[src/rtl/battle_input_pkg.sv]
// rtl/battle_input_pkg.sv - shared types and helpers for the battle input path
package battle_input_pkg;

  localparam int BTN_W  = 6;
  localparam int CODE_W = 3;

  typedef enum logic [1:0] {
    ARMED   = 2'd0,
    HELD    = 2'd1,
    RELEASE = 2'd2
  } state_e;

  function automatic logic onehot_valid(input logic [BTN_W-1:0] v);
    int unsigned n;
    n = 0;
    for (int i = 0; i < BTN_W; i++) begin
      if (v[i]) n++;
    end
    return (n == 1);
  endfunction

  // Index is only meaningful for a one-hot vector; anything else reports 0.
  function automatic logic [CODE_W-1:0] onehot_index(input logic [BTN_W-1:0] v);
    logic [CODE_W-1:0] idx;
    idx = '0;
    for (int i = 0; i < BTN_W; i++) begin
      if (v[i]) idx = CODE_W'(i);
    end
    return onehot_valid(v) ? idx : '0;
  endfunction

endpackage

[src/rtl/onehot_index_encoder.sv]
// rtl/onehot_index_encoder.sv - combinational one-hot check and button index
module onehot_index_encoder
  import battle_input_pkg::*;
(
  input  logic [BTN_W-1:0]  vec_i,
  output logic              is_onehot_o,
  output logic [CODE_W-1:0] index_o
);

  always_comb begin
    is_onehot_o = onehot_valid(vec_i);
    index_o     = onehot_index(vec_i);
  end

endmodule

[src/rtl/input_command_decoder.sv]
// rtl/input_command_decoder.sv - turns each stretched button press into one command token
module input_command_decoder
  import battle_input_pkg::*;
#(
  parameter int         WIDTH       = 6,
  parameter logic [7:0] IDLE_CYCLES = 8'd4
) (
  input  logic              clk,
  input  logic              reset,
  input  logic [WIDTH-1:0]  userin,
  input  logic              cmd_ready,
  output logic              cmd_valid,
  output logic [CODE_W-1:0] cmd_code,
  output logic [WIDTH-1:0]  cmd_onehot,
  output logic              invalid_pulse,
  output logic              drop_pulse,
  output logic              armed
);

  localparam logic [7:0] LAST_ZERO = IDLE_CYCLES - 8'd1;

  state_e            state_q, state_d;
  logic [7:0]        cnt_q, cnt_d;
  logic              cmd_valid_q, cmd_valid_d;
  logic [CODE_W-1:0] cmd_code_q, cmd_code_d;
  logic [WIDTH-1:0]  cmd_onehot_q, cmd_onehot_d;
  logic              invalid_q, invalid_d;
  logic              drop_q, drop_d;
  logic              armed_q;

  logic              is_onehot;
  logic [CODE_W-1:0] index;
  logic              press;
  logic              classify;
  logic              out_free;
  logic              load;

  onehot_index_encoder u_enc (
    .vec_i       (userin),
    .is_onehot_o (is_onehot),
    .index_o     (index)
  );

  assign press    = (userin != '0);
  assign classify = (state_q == ARMED) && press;
  assign out_free = !cmd_valid_q || cmd_ready;
  assign load     = classify && is_onehot && out_free;

  always_comb begin
    state_d = state_q;
    cnt_d   = cnt_q;
    unique case (state_q)
      ARMED: begin
        if (press) state_d = HELD;
      end
      HELD: begin
        if (!press) begin
          if (IDLE_CYCLES == 8'd1) begin
            state_d = ARMED;
          end else begin
            state_d = RELEASE;
            cnt_d   = 8'd1;
          end
        end
      end
      RELEASE: begin
        // Any non-zero sample restarts the quiet-period count from scratch.
        if (press) begin
          state_d = HELD;
          cnt_d   = '0;
        end else if (cnt_q == LAST_ZERO) begin
          state_d = ARMED;
          cnt_d   = '0;
        end else begin
          cnt_d = cnt_q + 8'd1;
        end
      end
      default: begin
        state_d = RELEASE;
        cnt_d   = '0;
      end
    endcase
  end

  always_comb begin
    cmd_valid_d  = cmd_valid_q;
    cmd_code_d   = cmd_code_q;
    cmd_onehot_d = cmd_onehot_q;
    invalid_d    = classify && !is_onehot;
    drop_d       = classify && is_onehot && !out_free;
    // A load on the same edge as a transfer keeps cmd_valid high.
    if (load) begin
      cmd_valid_d  = 1'b1;
      cmd_code_d   = index;
      cmd_onehot_d = userin;
    end else if (cmd_valid_q && cmd_ready) begin
      cmd_valid_d = 1'b0;
    end
  end

  always_ff @(posedge clk) begin
    if (reset) begin
      state_q      <= RELEASE;
      cnt_q        <= '0;
      cmd_valid_q  <= 1'b0;
      cmd_code_q   <= '0;
      cmd_onehot_q <= '0;
      invalid_q    <= 1'b0;
      drop_q       <= 1'b0;
      armed_q      <= 1'b0;
    end else begin
      state_q      <= state_d;
      cnt_q        <= cnt_d;
      cmd_valid_q  <= cmd_valid_d;
      cmd_code_q   <= cmd_code_d;
      cmd_onehot_q <= cmd_onehot_d;
      invalid_q    <= invalid_d;
      drop_q       <= drop_d;
      armed_q      <= (state_d == ARMED);
    end
  end

  assign cmd_valid     = cmd_valid_q;
  assign cmd_code      = cmd_code_q;
  assign cmd_onehot    = cmd_onehot_q;
  assign invalid_pulse = invalid_q;
  assign drop_pulse    = drop_q;
  assign armed         = armed_q;

endmodule
[config.mk]
export PLATFORM = sky130hd
export DESIGN_NAME = input_command_decoder
export DESIGN_NICKNAME = d
export VERILOG_FILES = /design/src/rtl/battle_input_pkg.sv /design/src/rtl/onehot_index_encoder.sv /design/src/rtl/input_command_decoder.sv
export SDC_FILE = /design/constraint.sdc
export NUM_CORES = 1
export LEC_CHECK = 0
export ABC_CLOCK_PERIOD_IN_PS = 7400
export BUFFER_PORTS_ARGS = -buffer_cell sky130_fd_sc_hd__buf_2
export CORE_AREA = 2 2 53 55
export DETAILED_ROUTE_END_ITERATION = 12
export DIE_AREA = 0 0 55 57
export PLACE_DENSITY = 0.82
export SYNTH_ARGS = -nofsm -noshare
export SYNTH_HDL_FRONTEND = slang
export SYNTH_SLANG_ARGS = --single-unit
[constraint.sdc]
create_clock -name clk -period 7.4 [get_ports clk]
set_input_delay 1.11 -clock clk [delete_from_list [all_inputs] [get_ports clk]]
set_output_delay 1.11 -clock clk [all_outputs]
set_load 0.01 [all_outputs]
==> qor.yml <==
outcome:
  status: "complete, no violations"
detailed_routing:
  drt-wirelength-per-cell_um: 13.83
  wl_um: 3139
  ant_nets: 0
  vias_per_cell: 5.824
  drtIter0Drc: 51
  route.detailed.drc: 0
  firstDrtPassIters: 6
  vias: 1322
yosys:
  yosysTopAreaCell: "dfxtp_1"
  yosysWarnings: 0
  syn_area_per_cell_um2: 8.404
  muxShareOfSynthArea: 0.07031
  synthXorXnorAreaFrac: 0.03391
  yosysMostFrequentCell: "dfxtp_1"
  synth-compound-area-share: 0.1754
  synth-edff-count: 0
  synthAdderAreaFrac: 0.08271
  syn-cell-area_um2: 1513
  ys_types: 46
  synthTopCellsByCount: "dfxtp_1, nor2_1, nand2_1"
  synthTopCellsByArea: "dfxtp_1, ha_1, nand2b_1"
  ys_ff_latch: 23
  synth-simple-area-share: 0.2779
  postSynthCellCount: 180
  synthFlopType: "dfxtp_1"
  async_flop_share: 0
  syn_nets: 199
  synth_top_cell_area_share: 0.3044
  ys_seq_area_frac: 0.3044
  synth_top_family_by_area: "simple AND/OR/NAND/NOR gates"
power_and_ir_drop:
  p_leak_nw: 0.7246
  swShare: 0.3490
  p_int_mw: 0.1976
  p_seq_frac: 0.453
  total_power_mw: 0.3035
  power_density_nw_per_um2: 186.6
  p_switching_mw: 0.1059
  combPwrFrac: 0.346
  ir_worst_vdd_mv: 0.1327
  power_frac_clock: 0.200
min_path:
  hp-class: "reg2reg"
timing:
  period_needed_ps: 4727
  tns_ps: 0
  maxSlewViolCount: 0
  fmax_mhz: 211.5
  skew_ps: 2.601
  rsz0062_at_grt: "no"
  finalSetupViolCount: 0
  fin_ws_ps: 2673
  hold_viol: 0
  tightest_slew_ps: 856.7
  max_slew_margin: 0.4276
  finalCritPeriodShare: 0.6388
floorplan:
  rows: 19
  dieArea_um2: 3135
  core_um2: 2615
  io_pins: 22
  initial_core_util: 0.5785
  die_h_um: 57
  die_x_um: 55
cells_and_area:
  final_cell_area_um2: 1627
  areaGrowthSynthToFinish_pct: 7.527
  nets: 216
  diodes: 0
  n_fill_cell: 238
  drive_above_1_share: 0.1582
  stdcell_count: 227
cts:
  post_cts.repair.setup_buffers: 0
  h-tree-depth: 1
  cts_tree: "done"
  ctsRootBufferMaster: "clkbuf_4"
  cts.clk_slew.worst_paths_ps: 130
  numCtsBuffers: 3
  cts_buffer_depth: 2
  clk_latency_ps: 320
  cts_hold_buf: 0
  cts.sinks: 23
  post_cts_resized: 0
worst_setup_path:
  path_cells: "buf_2 > inv_1 > ha_1 > xor2_1 > ha_1 > nand2_1 > o31ai_1 > ha_1 > mux2_2 > ha_1 > nor3b_1 > a211oi_2 > a31oi_1 > and3b_1 > a21boi_1 > mux2_4"
  cp.required_ps: 7630
  slowest_delay_ps: 700
  critPathLaunch: "userin[0]"
  cp_num_buf_inv: 2
  reg2reg_from: "state_q[0]"
  crit_path_frequent_cell: "ha_1"
  critical_path_cell_count: 16
  worst-r2r-setup-slack_ps: 5140
  crit_slowest_cell: "a21boi_1"
  reg2reg_depth: 6
  r2r_end: "cmd_code[2]"
  cp-start-kind: "input port"
  crit_path_end: "cmd_code[2]"
  end_kind: "flop"
  worstPathArrival_ps: 4960
  path_class: "in2reg"
  crit_family: "adder cells"
  crit_fanout: 7
placed_design:
  place_ws_ps: 2387
  dp_cells: 223
  dpl.hpwl_um: 2378
  portBuffers: 21
  postPlaceCellArea_um2: 1599
  globalplace.congestion: 0.8597
grt:
  grt_max_degree: 32
  grt_pass1_wl_um: 5188
  gr-total-overflow: 0
  grt_pass1_vias: 1254
  grt_use_total: 0.2208
  antenna_found_initial: 0
job:
  cap_violations: 0
per-stage QoR:
step                      hold slack [ps]  utilization
final                               483.6       0.6220
after global routing                512.7       0.6220
after CTS                           483.6       0.6220
after detailed placement            465.8       0.6115
after global placement              453.6       0.6115
after floorplan                     440.4            -
worst min-delay path by stage:
stage,startpoint,to,cells after the start
6_report,cmd_onehot[0],cmd_onehot[0],2
5_1_grt,cmd_onehot[0],cmd_onehot[0],2
4_1_cts,cnt_q[7],cnt_q[7],2
3_5_place_dp,cnt_q[7],cnt_q[7],2
3_3_place_gp,cnt_q[7],cnt_q[7],2
2_1_floorplan,cnt_q[7],cnt_q[7],2
layout make-up:
type / instances / area, um^2 / area share
timing repair buffer: 21 / 105.1 / 0.06462
clock inverter: 1 / 5.005 / 0.003077
inverter: 7 / 26.28 / 0.01615
tap: 31 / 38.79 / 0.02385
clock buffer: 3 / 22.52 / 0.01385
sequential: 23 / 460.4 / 0.2831
multi-input combinational: 141 / 968.4 / 0.5954
logic make-up after synthesis:
kind of cell | after synthesis
compound gates | 40
xor+xnor | 4
fa+ha+maj | 10
buf+inv | 16
flops | 23
mux | 10
simple gates | 77
sequential cells by signal, indices dropped and copies added, names as in the netlist:
name	count
cnt_q	8
state_q	2
cmd_onehot	6
cmd_valid	1
armed	1
cmd_code	3
invalid_pulse	1
drop_pulse	1
cells in the final DEF (no fill, tap or decap), types with 2 or more instances in the layout:
| master | n |
|---|---|
| dfxtp_1 | 23 |
| buf_2 | 21 |
| nor2_1 | 16 |
| nand2_1 | 15 |
| nand2b_1 | 14 |
| a21oi_1 | 12 |
| ha_1 | 10 |
| o21ai_0 | 9 |
| mux2i_1 | 8 |
| inv_1 | 7 |
| nand3_1 | 5 |
| and3_1 | 5 |
| nand3b_1 | 4 |
| nor4b_1 | 3 |
| and3b_1 | 3 |
| nor3_1 | 3 |
| nor2b_1 | 3 |
| clkbuf_4 | 3 |
| xor2_1 | 2 |
| a31oi_1 | 2 |
| nor3b_1 | 2 |
| a21boi_0 | 2 |
layer usage:
| layer | track usage | share of wire | vias to the layer above | wire, um |
|---|---|---|---|---|
| li1 | - | - | 664 | - |
| met1 | 0.2933 | 0.46 | 604 | 1450 |
| met2 | 0.3554 | 0.45 | 47 | 1400 |
| met3 | 0.03141 | 0.074 | 7 | 233 |
| met4 | 0.08711 | 0.017 | 0 | 53 |
| met5 | 0 | 0 | - | 0 |
worst min-delay path, stage by stage (launching register included):
cell	delay, ps
dfxtp_1	330
nand2b_1	60
mux2i_1	60
power groups by stage:
stage               combinational, mW  sequential [mW]  clock, mW
detailed placement              0.103            0.140          0
CTS                             0.104            0.138     0.0625
global placement               0.0972            0.140          0
floorplan                      0.0778            0.143          0
global route                    0.117            0.139     0.0661
finish                          0.105            0.138     0.0609
Note: power is estimated with default switching activity, not from simulation.
